$ cat config.mk
export PLATFORM = sky130hd
export DESIGN_NAME = decode_stage
export DESIGN_NICKNAME = d
export VERILOG_FILES = /design/src/rtl/decode_stage.sv
export SDC_FILE = /design/constraint.sdc
export NUM_CORES = 1
export LEC_CHECK = 0
export BUFFER_PORTS_ARGS = -buffer_cell sky130_fd_sc_hd__buf_2
export CAP_MARGIN = 5
export CORE_UTILIZATION = 42
export DETAILED_ROUTE_END_ITERATION = 8
export PLACE_DENSITY = 0.73
export SYNTH_ARGS = -nofsm -noshare
export SYNTH_HDL_FRONTEND = slang
export SYNTH_SLANG_ARGS = --single-unit
$ cat constraint.sdc
create_clock -name clk -period 2.15 [get_ports clk]
set_clock_uncertainty 0.05 [all_clocks]
set_input_delay 0.5375 -clock clk [delete_from_list [all_inputs] [get_ports clk]]
set_output_delay 0.5375 -clock clk [all_outputs]
set_load 0.02 [all_outputs]
$ cat src/rtl/decode_stage.sv
// RV32I decode stage: instruction decode, register-file read, immediate generation and ID/EX register.
// Optional feature: define WB_BYPASS_EN to forward same-cycle writeback data into the operands.
module decode_stage #(
  parameter int XLEN       = 32,
  parameter int REG_ADDR_W = 5
) (
  input  logic                  clk,
  input  logic                  rst,
  input  logic                  flush,
  input  logic                  if_valid,
  input  logic [31:0]           if_instr,
  input  logic [XLEN-1:0]       if_pc,
  output logic                  id_ready,
  output logic [REG_ADDR_W-1:0] rs1_addr,
  output logic [REG_ADDR_W-1:0] rs2_addr,
  input  logic [XLEN-1:0]       rs1_data,
  input  logic [XLEN-1:0]       rs2_data,
  input  logic                  wb_en,
  input  logic [REG_ADDR_W-1:0] wb_rd,
  input  logic [XLEN-1:0]       wb_data,
  output logic                  ex_valid,
  input  logic                  ex_ready,
  output logic [XLEN-1:0]       ex_pc,
  output logic [XLEN-1:0]       ex_rs1_val,
  output logic [XLEN-1:0]       ex_rs2_val,
  output logic [XLEN-1:0]       ex_imm,
  output logic [REG_ADDR_W-1:0] ex_rd,
  output logic [6:0]            ex_opcode,
  output logic [2:0]            ex_funct3,
  output logic                  ex_funct7b5,
  output logic                  ex_mem_read,
  output logic                  ex_mem_write,
  output logic                  ex_reg_write,
  output logic                  ex_illegal
);
  localparam logic [6:0] OP_LUI    = 7'b0110111;
  localparam logic [6:0] OP_AUIPC  = 7'b0010111;
  localparam logic [6:0] OP_JAL    = 7'b1101111;
  localparam logic [6:0] OP_JALR   = 7'b1100111;
  localparam logic [6:0] OP_BRANCH = 7'b1100011;
  localparam logic [6:0] OP_LOAD   = 7'b0000011;
  localparam logic [6:0] OP_STORE  = 7'b0100011;
  localparam logic [6:0] OP_IMM    = 7'b0010011;
  localparam logic [6:0] OP_REG    = 7'b0110011;
  localparam logic [6:0] OP_FENCE  = 7'b0001111;
  localparam logic [6:0] OP_SYSTEM = 7'b1110011;

  typedef enum logic [1:0] {S_EMPTY, S_FULL, S_BUBBLE} state_t;

  function automatic logic signed [XLEN-1:0] gen_imm(input logic [31:0] instr);
    logic signed [XLEN-1:0] imm;
    imm = '0;
    case (instr[6:0])
      OP_JALR, OP_LOAD, OP_IMM, OP_FENCE, OP_SYSTEM:
        imm = XLEN'($signed(instr[31:20]));
      OP_STORE:
        imm = XLEN'($signed({instr[31:25], instr[11:7]}));
      OP_BRANCH:
        imm = XLEN'($signed({instr[31], instr[7], instr[30:25], instr[11:8], 1'b0}));
      OP_LUI, OP_AUIPC:
        imm = XLEN'($signed({instr[31:12], 12'b0}));
      OP_JAL:
        imm = XLEN'($signed({instr[31], instr[19:12], instr[20], instr[30:21], 1'b0}));
      default: imm = '0;
    endcase
    return imm;
  endfunction

  state_t                  state_q, state_d;
  logic [XLEN-1:0]         ex_pc_q, ex_pc_d, ex_rs1_val_q, ex_rs1_val_d, ex_rs2_val_q, ex_rs2_val_d;
  logic signed [XLEN-1:0]  ex_imm_q, ex_imm_d;
  logic [REG_ADDR_W-1:0]   ex_rd_q, ex_rd_d;
  logic [6:0]              ex_opcode_q, ex_opcode_d;
  logic [2:0]              ex_funct3_q, ex_funct3_d;
  logic                    ex_funct7b5_q, ex_funct7b5_d, ex_mem_read_q, ex_mem_read_d;
  logic                    ex_mem_write_q, ex_mem_write_d, ex_reg_write_q, ex_reg_write_d;
  logic                    ex_illegal_q, ex_illegal_d;

  logic                    legal, reg_wr, mem_rd, mem_wr, uses_rs2, hz, accept;
  logic [XLEN-1:0]         rs1_val, rs2_val;

  assign rs1_addr = if_instr[15 +: REG_ADDR_W];
  assign rs2_addr = if_instr[20 +: REG_ADDR_W];

  always_comb begin
    legal    = 1'b1;
    reg_wr   = 1'b0;
    mem_rd   = 1'b0;
    mem_wr   = 1'b0;
    uses_rs2 = 1'b0;
    case (if_instr[6:0])
      OP_LUI, OP_AUIPC, OP_JAL, OP_JALR, OP_IMM, OP_SYSTEM: reg_wr = 1'b1;
      OP_LOAD:   begin reg_wr = 1'b1; mem_rd = 1'b1; end
      OP_STORE:  begin mem_wr = 1'b1; uses_rs2 = 1'b1; end
      OP_BRANCH: uses_rs2 = 1'b1;
      OP_REG:    begin reg_wr = 1'b1; uses_rs2 = 1'b1; end
      OP_FENCE:  legal = 1'b1;
      default:   legal = 1'b0;
    endcase
    if (if_instr[7 +: REG_ADDR_W] == '0) reg_wr = 1'b0;
  end

  always_comb begin
    rs1_val = (rs1_addr == '0) ? '0 : rs1_data;
    rs2_val = (rs2_addr == '0) ? '0 : rs2_data;
`ifdef WB_BYPASS_EN
    if (wb_en && wb_rd != '0 && wb_rd == rs1_addr) rs1_val = wb_data;
    if (wb_en && wb_rd != '0 && wb_rd == rs2_addr) rs2_val = wb_data;
`endif
  end

`ifndef WB_BYPASS_EN
  logic unused_wb;
  assign unused_wb = ^{wb_en, wb_rd, wb_data};
`endif

  // Load-use hazard: the load in ID/EX cannot forward to the instruction now in decode
  always_comb begin
    hz = (state_q == S_FULL) && ex_mem_read_q && (ex_rd_q != '0) && if_valid &&
         ((ex_rd_q == rs1_addr) || (uses_rs2 && (ex_rd_q == rs2_addr)));
    id_ready = !flush && !hz && ((state_q != S_FULL) || ex_ready);
    accept   = if_valid && id_ready;

    state_d = state_q;
    if (flush) begin
      state_d = S_EMPTY;
    end else if (accept) begin
      state_d = S_FULL;
    end else begin
      case (state_q)
        S_FULL:   if (ex_ready) state_d = hz ? S_BUBBLE : S_EMPTY;
        S_BUBBLE: state_d = S_EMPTY;
        default:  state_d = state_q;
      endcase
    end

    ex_pc_d        = accept ? if_pc : ex_pc_q;
    ex_rs1_val_d   = accept ? rs1_val : ex_rs1_val_q;
    ex_rs2_val_d   = accept ? rs2_val : ex_rs2_val_q;
    ex_imm_d       = accept ? gen_imm(if_instr) : ex_imm_q;
    ex_rd_d        = accept ? (reg_wr ? if_instr[7 +: REG_ADDR_W] : '0) : ex_rd_q;
    ex_opcode_d    = accept ? if_instr[6:0] : ex_opcode_q;
    ex_funct3_d    = accept ? if_instr[14:12] : ex_funct3_q;
    ex_funct7b5_d  = accept ? if_instr[30] : ex_funct7b5_q;
    ex_mem_read_d  = accept ? mem_rd : ex_mem_read_q;
    ex_mem_write_d = accept ? mem_wr : ex_mem_write_q;
    ex_reg_write_d = accept ? reg_wr : ex_reg_write_q;
    ex_illegal_d   = accept ? !legal : ex_illegal_q;
  end

  // ID/EX register boundary
  always_ff @(posedge clk) begin
    if (rst) begin
      state_q        <= S_EMPTY;
      ex_pc_q        <= '0;
      ex_rs1_val_q   <= '0;
      ex_rs2_val_q   <= '0;
      ex_imm_q       <= '0;
      ex_rd_q        <= '0;
      ex_opcode_q    <= '0;
      ex_funct3_q    <= '0;
      ex_funct7b5_q  <= 1'b0;
      ex_mem_read_q  <= 1'b0;
      ex_mem_write_q <= 1'b0;
      ex_reg_write_q <= 1'b0;
      ex_illegal_q   <= 1'b0;
    end else begin
      state_q        <= state_d;
      ex_pc_q        <= ex_pc_d;
      ex_rs1_val_q   <= ex_rs1_val_d;
      ex_rs2_val_q   <= ex_rs2_val_d;
      ex_imm_q       <= ex_imm_d;
      ex_rd_q        <= ex_rd_d;
      ex_opcode_q    <= ex_opcode_d;
      ex_funct3_q    <= ex_funct3_d;
      ex_funct7b5_q  <= ex_funct7b5_d;
      ex_mem_read_q  <= ex_mem_read_d;
      ex_mem_write_q <= ex_mem_write_d;
      ex_reg_write_q <= ex_reg_write_d;
      ex_illegal_q   <= ex_illegal_d;
    end
  end

  assign ex_valid     = (state_q == S_FULL);
  assign ex_pc        = ex_pc_q;
  assign ex_rs1_val   = ex_rs1_val_q;
  assign ex_rs2_val   = ex_rs2_val_q;
  assign ex_imm       = ex_imm_q;
  assign ex_rd        = ex_rd_q;
  assign ex_opcode    = ex_opcode_q;
  assign ex_funct3    = ex_funct3_q;
  assign ex_funct7b5  = ex_funct7b5_q;
  assign ex_mem_read  = ex_mem_read_q;
  assign ex_mem_write = ex_mem_write_q;
  assign ex_reg_write = ex_reg_write_q;
  assign ex_illegal   = ex_illegal_q;
endmodule

# Word-level counts from Yosys, hierarchy flattened
# Cells that the tools add are included.
# classes
add_sub_neg	0
n_mul	0
div_mod_pow	0
order_cmp	0
n_eq_ne	18
shifts	0
n_mux	14
bitwise_logic	0
reduce_logical	28
# op_table
operator	n
32-bit one-hot mux with 5 select lines	1
32-bit two-way mux	2
7-bit equality test, second input constant	4
7-bit by 6-bit equality test with 1-bit output, second input constant	3
5-bit zero test	3
7-bit by 5-bit equality test with 1-bit output, second input constant	2
11-bit OR reduction	1
5-bit equality test	2
1-bit logical AND	8
8-bit OR reduction	1
7-bit by 2-bit equality test with 1-bit output, second input constant	1
7-bit by 4-bit equality test with 1-bit output, second input constant	1
1-bit two-way mux	7
3-bit OR reduction	2
5-bit two-way mux	1
5-bit nonzero test	1
5-bit OR reduction	1
2-bit two-way mux	2
2-bit by 1-bit inequality test with 1-bit output, second input constant	2
2-bit one-hot mux with 2 select lines	1
2-bit AND reduction	2
2-bit OR reduction	2
1-bit zero test	3
3-bit by 1-bit inequality test with 1-bit output, second input constant	1
other kinds (5)	6
# totals
regBits	150
latch_bits	0
ram_bits	0
mem_bits_ro	0
input_bits	171
wordCells	74
mem_count	0

# Depth between registers and ports, before layout
# depth
word_depth	12
depth_mapped	9

# Least setup slack after synthesis
# No wires, ideal clock.
# synth_path
kind	reg2out
start	register ex_rd_q[4], in the netlist ex_rd[4]
end	output port id_ready
t_arrival_ps	2042
path_slack_ps	-480
path_stages_with_launch	7
n_path_buf	2
cell_sequence	dfxtp_1 > or3_1 > o311a_1 > o21a_2 > buf_6 > buf_6 > a21boi_0
# synth_between
elab_chain_cells	7
# synth_rtl
item	line_no	source
from (decl)	72	logic [REG_ADDR_W-1:0] ex_rd_q, ex_rd_d;
from (signal assigned)	173	ex_rd_q <= ex_rd_d;
5-bit equality test or 5-bit nonzero test (tied branches)	120, 119	
1-bit logical AND (on tied branches)	120, 119	
1-bit logical OR or 1-bit logical AND (tied branches)	120, 119	
1-bit logical AND (*)	119	hz = (state_q == S_FULL) && ex_mem_read_q && (ex_rd_q != '0) && if_valid &&
1-bit zero test (*)	121	id_ready = !flush && !hz && ((state_q != S_FULL) || ex_ready);
1-bit logical AND (*) (2 in series)	121	
to (decl)	13	output logic id_ready,
# Every way passes the cells marked *; elsewhere a longest branch is shown, timed or not.

# Final worst setup path
# Ends and elaborated chain as after synthesis.

==> impl_table.tex <==
\begin{tabular}{lr}
\hline
Metric & Value \\
\hline
\multicolumn{2}{l}{\textbf{Pwr}} \\
\quad Max rail drop VDD & 0.0005240 V \\
\quad Power density over the cells & 733.6 nW/µm² \\
\quad Pwr Total & 6.935 mW \\
\quad Lkg Pwr & 4.123 nW \\
\multicolumn{2}{l}{\textbf{Global route}} \\
\quad Maximum number of pins on one net before global-route repair & 54 \\
\quad Global-route wire length before repair & 34090 µm \\
\quad Antenna violations before repair & 0 \\
\quad GR Overflow Total & 0 \\
\quad Vias in the first global route & 6532 \\
\quad Tot GR Track Use & 0.2651 \\
\multicolumn{2}{l}{\textbf{Synthesis}} \\
\quad Simple-gate area share of the yosys netlist & 0.2325 \\
\quad Most common flop cell mapped by yosys & dfxtp\_1 \\
\quad Proportion of synthesized flip-flops having asynchronous set or reset & 0 \\
\quad Area share of xor/xnor cells in the synthesized design & 0.01459 \\
\quad Post-synthesis adder-cell area fraction & 0 \\
\quad Number of flip-flops and latches in the synthesized netlist & 150 \\
\quad Synth Instances & 788 \\
\quad Number of synthesis warnings & 0 \\
\quad Top-area cell type share of the netlist area & 0.4548 \\
\quad Dominant combinational cell family by area after synthesis & simple AND/OR/NAND/NOR gates \\
\quad List of most frequent post-synthesis cells & dfxtp\_1 (150), o21ai\_0 (103), a21oi\_1 (88) \\
\quad Post-synthesis instance area & 6603 µm² \\
\quad Synth area leader & dfxtp\_1 \\
\quad Number of distinct standard cells referenced by the synthesized netlist & 49 \\
\quad Proportion of synthesized chip area in sequential cells & 0.4548 \\
\quad Fraction of the mapped netlist area in compound gates & 0.2240 \\
\quad Number of flops mapped to enable cells by yosys & 0 \\
\quad Average cell area after synthesis & 8.379 µm² \\
\quad Portion of netlist area occupied by mux cells & 0.001706 \\
\quad Cells taking the most area after synthesis & dfxtp\_1 (45\%), o21ai\_0 (7.8\%), nand2b\_1 (7.3\%) \\
\quad Synthesized Nets & 959 \\
\quad Leading cell type by number of instances after synthesis & dfxtp\_1 \\
\multicolumn{2}{l}{\textbf{Setup path}} \\
\quad CP Launch Type & flop \\
\quad Type of element capturing the critical path & primary output \\
\quad Required time of the worst setup path & 1560 ps \\
\quad Data arrival at the endpoint of the critical path & 1920 ps \\
\quad Biggest fanout along the worst timing path & 3 \\
\quad Setup Crit Path Kind & reg2out \\
\multicolumn{2}{l}{\textbf{Placement}} \\
\quad Post-DP HPWL & 15070 µm \\
\quad IO Port Bufs & 292 \\
\quad Global placement routability congestion & 0.8741 \\
\quad DP Worst Slack & -541.7 ps \\
\multicolumn{2}{l}{\textbf{Floorplan}} \\
\quad Number of top-level pins & 331 \\
\quad Total Die Area & 16230 µm² \\
\quad Die width & 127.4 µm \\
\quad Die Height & 127.4 µm \\
\quad Standard-cell rows & 45 \\
\quad Core area & 15260 µm² \\
\quad Starting Density & 0.4327 \\
\multicolumn{2}{l}{\textbf{Finish}} \\
\quad Count of antenna diodes in the layout & 0 \\
\quad Final net count & 1260 \\
\quad Fraction of layout cells with a size suffix above 1 & 0.3938 \\
\quad Synthesis-to-layout area growth & 43.17\% \\
\multicolumn{2}{l}{\textbf{Drt}} \\
\quad Highest routed layer & met4 \\
\quad Drc violations & 0 \\
\quad Vias after detailed routing & 7133 \\
\quad Sum of met2 wire segment lengths after detailed routing & 10650 µm \\
\quad Number of nets with antenna violations after routing & 0 \\
\quad Initial DRC Count & 423 \\
\quad Vias per Instance & 5.433 \\
\quad Total detailed-routing wirelength & 22600 µm \\
\quad Total met3 wirelength after detailed routing & 1907 µm \\
\quad Length of routed wiring on met1 & 9613 µm \\
\quad Wirelength per Cell & 17.21 µm \\
\quad Total iterations of the first detailed-routing run & 5 \\
\multicolumn{2}{l}{\textbf{Clocking}} \\
\quad Number of clock sinks & 150 \\
\quad Max H-tree Level & 4 \\
\quad Inserted Clock Buffers & 17 \\
\quad Clock-pin slew of the registers on the worst-case setup and hold paths & 60 ps \\
\quad Deepest clock path buffer count & 2 \\
\quad Number of hold-repair buffers added at the cts stage & 0 \\
\quad Clock tree root driver cell & clkbuf\_16 \\
\quad Clock tree from TritonCTS & done \\
\quad Clk\_lat worst skew & 410 ps \\
\multicolumn{2}{l}{\textbf{Timing}} \\
\quad Max-Slew Margin vs Limit & 0.6529 \\
\quad Setup repair after global routing missed its margin & true \\
\quad Minimum setup slack in the final design & -360.1 ps \\
\quad Time the worst path needs with I/O delays and setup & 2510 ps \\
\quad Max Fclk & 0.3984 GHz \\
\quad Total count of max-transition violations in the final report & 0 \\
\quad Post-route fraction of the period consumed by the critical path & 1.167 \\
\quad Slew of the pin with the lowest slew margin & 520.7 ps \\
\quad Hold Violations, Final & 0 \\
\quad Setup-failing EPs final & 1 \\
\multicolumn{2}{l}{\textbf{Min path}} \\
\quad Min-delay worst type & in2reg \\
\multicolumn{2}{l}{\textbf{Status}} \\
\quad Status & complete, but fails checks \\
\quad Violations in the final reports & negative setup slack \\
\multicolumn{2}{l}{\textbf{Job}} \\
\quad Number of max-capacitance violations reported & 0 \\
\hline
\end{tabular}
critical path, cell delays in order, from the launching register on:
cell	delay, ps
dfxtp_2	310
or3_1	360
o311a_1	330
o21a_4	140
buf_8	120
a21boi_4	120
buf_6	130
flip-flops by register name (all words and copies together) (netlist names), 2 cells and up:
name	cells
ex_rs1_val	32
state_q	2
ex_pc	32
ex_imm	32
ex_funct3	3
ex_rd	5
ex_rs2_val	32
ex_opcode	7
metal layers:
layer / vias to the layer above / GRT usage
li1: 3464 / -
met1: 3325 / 0.3294
met2: 313 / 0.4294
met3: 31 / 0.08333
met4: 0 / 0.09944
met5: - / 0
stage by stage:
step / util / instances / TNS [ps] / instance area, µm² / hold WS, ps
CTS: 0.6016 / 1298 / -28790 / 9179 / 283.4
global route: 0.6195 / 1313 / -458.1 / 9453 / 291.9
detailed placement: 0.5599 / 1265 / -58790 / 8543 / 414.3
global placement: 0.5599 / 1265 / -50810 / 8543 / 407.2
finish: 0.6195 / 1313 / -360.1 / 9453 / 301.6
floorplan: - / 788 / -105.4 / 6645 / 392.0
cell type report:
cell class	instances	area, µm²
multi-input combinational	544	3232
timing repair buffer	374	2346
inverter	2	7.507
clock inverter	13	147.6
sequential	150	3013
clock buffer	19	442.9
tap	211	264.0
fill	1337	5806
cells by family after synthesis:
| family | after synthesis |
|---|---|
| mux | 1 |
| flops | 150 |
| compound gates | 262 |
| simple gates | 268 |
| xor+xnor | 11 |
| buf+inv | 96 |
worst paths after layout:
| kind | startpoint | to | slack [ps] | depth (start not counted) |
|---|---|---|---|---|
| setup / recovery | ex_rd[4]$_SDFFE_PP0P_ | id_ready | -360 | 6 |
| setup reg to reg | ex_rd[4]$_SDFFE_PP0P_ | ex_rs1_val[13]$_SDFFE_PP0P_ | 70 | 11 |
| hold reg to reg | ex_rs1_val[15]$_SDFFE_PP0P_ | ex_rs1_val[15]$_SDFFE_PP0P_ | 410 | 2 |
| hold / removal | rs1_data[22] | ex_rs1_val[22]$_SDFFE_PP0P_ | 300 | 3 |
report_power, final:
| group | leakage [nW] | switching, mW | internal (mW) |
|---|---|---|---|
| registers | 1.23 | 0.0622 | 2.91 |
| logic | 2.62 | 0.605 | 0.412 |
| clock network | 0.277 | 1.20 | 1.75 |
| total | 4.12 | 1.86 | 5.07 |
cells in the final DEF (no fill, tap or decap), types with 3 or more instances in the layout:
| cell | instances |
|---|---|
| dfxtp_1 | 146 |
| and3_1 | 4 |
| xnor2_1 | 3 |
| nor2_4 | 3 |
| buf_4 | 60 |
| a211oi_1 | 5 |
| nor2b_1 | 5 |
| a311oi_1 | 19 |
| a22oi_1 | 5 |
| clkbuf_16 | 20 |
| nand2_1 | 31 |
| inv_6 | 3 |
| nand2b_1 | 77 |
| a21oi_1 | 86 |
| o21ai_0 | 49 |
| nor3_1 | 9 |
| nand3_1 | 48 |
| a31o_2 | 6 |
| o21ai_1 | 73 |
| nand4_1 | 71 |
| nor2_1 | 8 |
| clkinvlp_4 | 4 |
| buf_12 | 11 |
| a31oi_1 | 3 |
| clkinv_4 | 3 |
| buf_6 | 7 |
| buf_2 | 290 |
| and2_1 | 4 |
| xnor2_2 | 3 |
| xor2_1 | 3 |
repair_timing:
| item | in CTS | in global routing |
|---|---|---|
| setup buffers | 1 | 10 |
| gates resized for setup | 47 | 31 |
| endpoints found under the setup margin | 139 | 141 |
| gates cloned | 0 | 5 |
| pin swaps | 36 | 15 |
(Power assumes the default switching activity.)
